File: config.mk
export PLATFORM = sky130hd
export DESIGN_NAME = rom_loader
export DESIGN_NICKNAME = d
export VERILOG_FILES = /design/src/rtl/rom_loader.sv
export SDC_FILE = /design/constraint.sdc
export NUM_CORES = 1
export LEC_CHECK = 0
export CAP_MARGIN = 40
export CORE_MARGIN = 2
export CORE_UTILIZATION = 55
export DETAILED_ROUTE_END_ITERATION = 12
export GPL_TIMING_DRIVEN = 1
export HOLD_SLACK_MARGIN = 0.1
export PLACE_DENSITY = 0.75
export SYNTH_ARGS = -nofsm -noshare
export SYNTH_HDL_FRONTEND = slang
export SYNTH_SLANG_ARGS = --single-unit
File: constraint.sdc
create_clock -name clk_sys -period 5.9 [get_ports clk_sys]
set_input_delay 0.885 -clock clk_sys [delete_from_list [all_inputs] [get_ports clk_sys]]
set_output_delay 0.885 -clock clk_sys [all_outputs]
set_load 0.05 [all_outputs]
File: src/rtl/rom_loader.sv
// ROM/OS image loader: queues data_io download bytes in a small FIFO and retires
// them to SDRAM in order, at most one write per memory slot.
module rom_loader #(
    parameter int unsigned FIFO_DEPTH = 8,
    parameter logic [24:0] BASE0      = 25'h080000,
    parameter logic [24:0] BASE1      = 25'h068000
) (
    input  logic        clk_sys,
    input  logic        reset,
    input  logic        ioctl_download,
    input  logic [7:0]  ioctl_index,
    input  logic        ioctl_wr,
    input  logic [24:0] ioctl_addr,
    input  logic [7:0]  ioctl_dout,
    input  logic        mem_sync,
    output logic        loader_active,
    output logic        loader_we,
    output logic [24:0] loader_addr,
    output logic [7:0]  loader_data,
    output logic        overflow,
    output logic        done
);
    localparam int unsigned ADDR_W = 25;
    localparam int unsigned DATA_W = 8;
    localparam int unsigned IDX_W  = 8;
    localparam int unsigned PTR_W  = $clog2(FIFO_DEPTH);
    localparam int unsigned CNT_W  = PTR_W + 1;

    typedef struct packed {
        logic [ADDR_W-1:0] addr;
        logic [DATA_W-1:0] data;
    } entry_t;

    typedef enum logic [1:0] {
        S_IDLE,
        S_LOAD,
        S_DRAIN,
        S_FINISH
    } state_t;

    state_t             state_q,    state_d;
    logic               dl_prev_q,  dl_prev_d;
    logic [IDX_W-1:0]   index_q,    index_d;
    logic [PTR_W-1:0]   wr_ptr_q,   wr_ptr_d;
    logic [PTR_W-1:0]   rd_ptr_q,   rd_ptr_d;
    logic [CNT_W-1:0]   count_q,    count_d;
    logic               active_q,   active_d;
    logic               we_q,       we_d;
    logic [ADDR_W-1:0]  addr_q,     addr_d;
    logic [DATA_W-1:0]  data_q,     data_d;
    logic               overflow_q, overflow_d;
    logic               done_q,     done_d;

    entry_t             fifo_mem [FIFO_DEPTH];
    entry_t             head;
    entry_t             push_entry;
    logic               dl_rise;
    logic               fifo_empty;
    logic               fifo_full;
    logic               wr_req;
    logic               push;
    logic               pop;

    // FIFO status and handshake decode
    assign dl_rise    = ioctl_download && !dl_prev_q;
    assign fifo_empty = (count_q == '0);
    assign fifo_full  = (count_q == CNT_W'(FIFO_DEPTH));
    assign head       = fifo_mem[rd_ptr_q];
    assign pop        = mem_sync && !fifo_empty;
    assign wr_req     = (state_q == S_LOAD) && ioctl_wr;
    // a pop in the same cycle frees the slot a full-FIFO push needs
    assign push       = wr_req && (!fifo_full || pop);

    assign push_entry.addr = ioctl_addr + ((index_q == '0) ? BASE0 : BASE1);
    assign push_entry.data = ioctl_dout;

    always_comb begin
        state_d    = state_q;
        dl_prev_d  = ioctl_download;
        index_d    = index_q;
        wr_ptr_d   = wr_ptr_q;
        rd_ptr_d   = rd_ptr_q;
        count_d    = count_q;
        we_d       = we_q;
        addr_d     = addr_q;
        data_d     = data_q;
        overflow_d = overflow_q;

        if (push) begin
            wr_ptr_d = wr_ptr_q + PTR_W'(1);
        end
        if (pop) begin
            rd_ptr_d = rd_ptr_q + PTR_W'(1);
        end
        unique case ({push, pop})
            2'b10:   count_d = count_q + CNT_W'(1);
            2'b01:   count_d = count_q - CNT_W'(1);
            default: count_d = count_q;
        endcase

        if (wr_req && !push) begin
            overflow_d = 1'b1;
        end

        // SDRAM request only changes at slot boundaries
        if (mem_sync) begin
            we_d = pop;
            if (pop) begin
                addr_d = head.addr;
                data_d = head.data;
            end
        end

        unique case (state_q)
            S_IDLE: begin
                if (dl_rise) begin
                    state_d    = S_LOAD;
                    index_d    = ioctl_index;
                    overflow_d = 1'b0;
                end
            end
            S_LOAD: begin
                if (!ioctl_download) begin
                    state_d = S_DRAIN;
                end
            end
            S_DRAIN: begin
                if (mem_sync && fifo_empty) begin
                    state_d = S_FINISH;
                end
            end
            S_FINISH: begin
                state_d = S_IDLE;
            end
            default: begin
                state_d = S_IDLE;
            end
        endcase

        active_d = (state_d != S_IDLE);
        done_d   = (state_d == S_FINISH);
    end

    always_ff @(posedge clk_sys) begin
        if (reset) begin
            state_q    <= S_IDLE;
            dl_prev_q  <= 1'b1;
            index_q    <= '0;
            wr_ptr_q   <= '0;
            rd_ptr_q   <= '0;
            count_q    <= '0;
            active_q   <= 1'b0;
            we_q       <= 1'b0;
            addr_q     <= '0;
            data_q     <= '0;
            overflow_q <= 1'b0;
            done_q     <= 1'b0;
        end else begin
            state_q    <= state_d;
            dl_prev_q  <= dl_prev_d;
            index_q    <= index_d;
            wr_ptr_q   <= wr_ptr_d;
            rd_ptr_q   <= rd_ptr_d;
            count_q    <= count_d;
            active_q   <= active_d;
            we_q       <= we_d;
            addr_q     <= addr_d;
            data_q     <= data_d;
            overflow_q <= overflow_d;
            done_q     <= done_d;
        end
    end

    // Storage array; contents are don't-care while the count says empty
    always_ff @(posedge clk_sys) begin
        if (push) begin
            fifo_mem[wr_ptr_q] <= push_entry;
        end
    end

    assign loader_active = active_q;
    assign loader_we     = we_q;
    assign loader_addr   = addr_q;
    assign loader_data   = data_q;
    assign overflow      = overflow_q;
    assign done          = done_q;

endmodule

==> results.sh <==
export IMPL_wl_per_cell_um=22.0
export IMPL_period_share=0.537
export IMPL_ys_types=51
export IMPL_syn_area_per_cell_um2=18.2
export IMPL_crit_fanout=71
export IMPL_drive_above_1_share=0.181
export IMPL_yosysSeqAreaShare=0.726
export IMPL_avgViaCountPerCell=5.92
export IMPL_synth_edf_count=264
export IMPL_die_h_um=155
export IMPL_nets=837
export IMPL_synth_ff_type="edfxtp_1"
export IMPL_hp_class="reg2reg"
export IMPL_skew_ns=0.00681
export IMPL_slew_viol_final=0
export IMPL_die_w_um=155
export IMPL_setup_viol=0
export IMPL_use_met1=0.280
export IMPL_cts_hold_buffers=0
export IMPL_arrival_ns=3.68
export IMPL_diodes=0
export IMPL_rsz0062_at_grt="false"
export IMPL_gr_total_overflow=0
export IMPL_syn_nets=745
export IMPL_crit_type="in2reg"
export IMPL_power_density_mw_per_mm2=413
export IMPL_regArea_mm2=0.00909
export IMPL_critPathCaptureType="register"
export IMPL_finalWeightedCongestion=0.720
export IMPL_finalCriticalPeriod_ns=3.17
export IMPL_grt_use_met2=0.365
export IMPL_drt_wl_total_um=24000
export IMPL_dpl_hpwl_um=14100
export IMPL_drc=0
export IMPL_status="finished, final reports clean"
export IMPL_startpoint_type="primary input"
export IMPL_fin_area_mm2=0.0147
export IMPL_area_growth_synth_to_final_pct=17.1
export IMPL_rows=55
export IMPL_clk_latency_ns=0.57
export IMPL_yosys_warnings=0
export IMPL_yosys_top_cells_area="edfxtp_1 63%, mux4_2 12%, dfxtp_1 9.3%, mux2i_1 2.8%, a211oi_1 2.2%"
export IMPL_fin_setup_tns_ns=0
export IMPL_syn_inst=689
export IMPL_place_area_mm2=0.0137
export IMPL_start_util=0.557
export IMPL_synth_seq_cells=322
export IMPL_grt_busiest_layer="met2"
export IMPL_postCtsSetupBuffers=0
export IMPL_num_vias=6454
export IMPL_ant_nets=0
export IMPL_rr_startpoint="index_q[3]"
export IMPL_grtUsageTotal=0.207
export IMPL_grt_pass1_vias=6785
export IMPL_synthArstFlopShare=0
export IMPL_cts_tree="yes"
export IMPL_nFillCells=1465
export IMPL_clockRootBuffer="clkbuf_16"
export IMPL_hp_start="index_q[0]"
export IMPL_cts_made_buffers=31
export IMPL_rrSetupSlack_ns=3.16
export IMPL_clock_path_buffers=3
export IMPL_rr_endpoint="fifo_mem[5][32]"
export IMPL_grt_max_degree=72
export IMPL_min_delay_worst_endpoint="index_q[0]"
export IMPL_die_area_mm2=0.0240
export IMPL_port_buffers=82
export IMPL_max_freq_mhz=316
export IMPL_clk_pin_slew_ns=0.06
export IMPL_final_hold_viol_count=0
export IMPL_power_leakage_nw=4.58
export IMPL_dr_pass1_iters=5
export IMPL_use_met3=0.0276
export IMPL_min_path_cells=2
export IMPL_syn_area_mm2=0.0125
export IMPL_cts_sinks=322
export IMPL_ctsResizeCount=0
export IMPL_multi_input_area_mm2=0.00321
export IMPL_ir_worst_vdd_uv=234
export IMPL_cts_htree_levels=1
export IMPL_tightest_slew_ns=0.899
export IMPL_ioPinCount=83
export IMPL_core_area_mm2=0.0225
export IMPL_yosysTopAreaCellShare=0.633
export IMPL_max_slew_margin=0.401
export IMPL_antenna_found_initial=0
export IMPL_grt_pass1_wl_um=38200
export IMPL_drtIter0Drc=519
export IMPL_worst_ep_required_time_ns=6.41
export IMPL_maxCapViolCount=0
export IMPL_whs_ns=0.460
export IMPL_rr_worst_depth=7
export IMPL_synth_top_cell_by_area="edfxtp_1"
layout by cell type (no fill, tap or decap), drive strengths merged, types with 2 or more instances in the layout:
cell           count
clkinvlp           5
mux2               2
clkbuf            39
nor4               5
clkinv             9
xor2               5
o21ai              7
nand3              4
mux2i             35
inv                8
nand2             34
ha                 9
and3               2
xnor2              7
bufinv             3
edfxtp           264
a21o               2
nand2b             6
nor3               9
buf               18
mux4              66
a211oi            36
clkdlybuf4s50     81
a31oi              6
nor2              51
a21oi             18
dfxtp             58
sequential cells by signal (all words and copies together), names as in the netlist, 2 cells and up:
signal and cells:
fifo_mem 264, count_q 4, loader_data 8, loader_addr 25, index_q 8, state_q 2, rd_ptr_q 3, wr_ptr_q 3
through the flow:
step | total power [W] | instances | utilization | worst slack (ns)
floorplan | 0.00382 | 689 | - | 0.771
global placement | 0.00414 | 1030 | 0.605 | 2.27
detailed placement | 0.00419 | 1033 | 0.608 | 2.13
CTS | 0.00611 | 1090 | 0.652 | 2.73
global route | 0.00631 | 1090 | 0.652 | 2.56
finish | 0.00606 | 1090 | 0.652 | 2.73
worst max-delay path, stage by stage:
cell and delay, ns:
clkdlybuf4s50_1 0.68, o41a_2 0.21, buf_4 0.60, nand2_4 0.10
fa_1 0.49, or3_1 0.37, a21oi_1 0.15, o221a_1 0.19
synth_stat cells, drive strengths merged (9+ instances only):
cell type / number
dfxtp: 58
mux4: 66
buf: 25
a21oi: 18
mux2i: 35
edfxtp: 264
a211oi: 36
ha: 9
nor2: 51
nor3: 9
clkbuf: 15
nand2: 34
routing by layer:
layer	vias to the layer above	part of all wire	wire, um
met2	181	0.51	12400
li1	2917	-	-
met1	3321	0.42	10200
met5	-	0	0
met4	0	0.016	374
met3	35	0.046	1110
logic make-up after synthesis:
group                      synth area share
AOI/OAI and AO/OA                    0.0421
xor gates and xnor gates            0.00839
adders and majority gates            0.0106
buffers and inverters                0.0224
DFF                                   0.726
muxes                                 0.148
and+or+nand+nor                      0.0426
final cells by class:
type | instances | share of cell area
sequential | 322 | 0.620
multi-input combinational | 320 | 0.219
timing repair buffer | 99 | 0.0674
clock buffer | 39 | 0.0549
tap | 285 | 0.0243
clock inverter | 18 | 0.0126
inverter | 7 | 0.00179
worst max-delay path by stage:
stage | start | end | slack, ns | cells after the start
after CTS | mem_sync | count_q[1] | 2.73 | 8
after floorplan | mem_sync | fifo_mem[0][0] | 0.77 | 5
after global routing | mem_sync | count_q[1] | 2.56 | 8
after global placement | mem_sync | count_q[1] | 2.27 | 8
after detailed placement | mem_sync | count_q[1] | 2.13 | 8
final | mem_sync | count_q[1] | 2.73 | 8
power by group:
part	internal (W)	total [W]	switching, W
Combinational	0.000560	0.00139	0.000830
Sequential	0.00261	0.00275	0.000142
Clock	0.00110	0.00192	0.000819
Note: power is estimated with default switching activity, not from simulation.
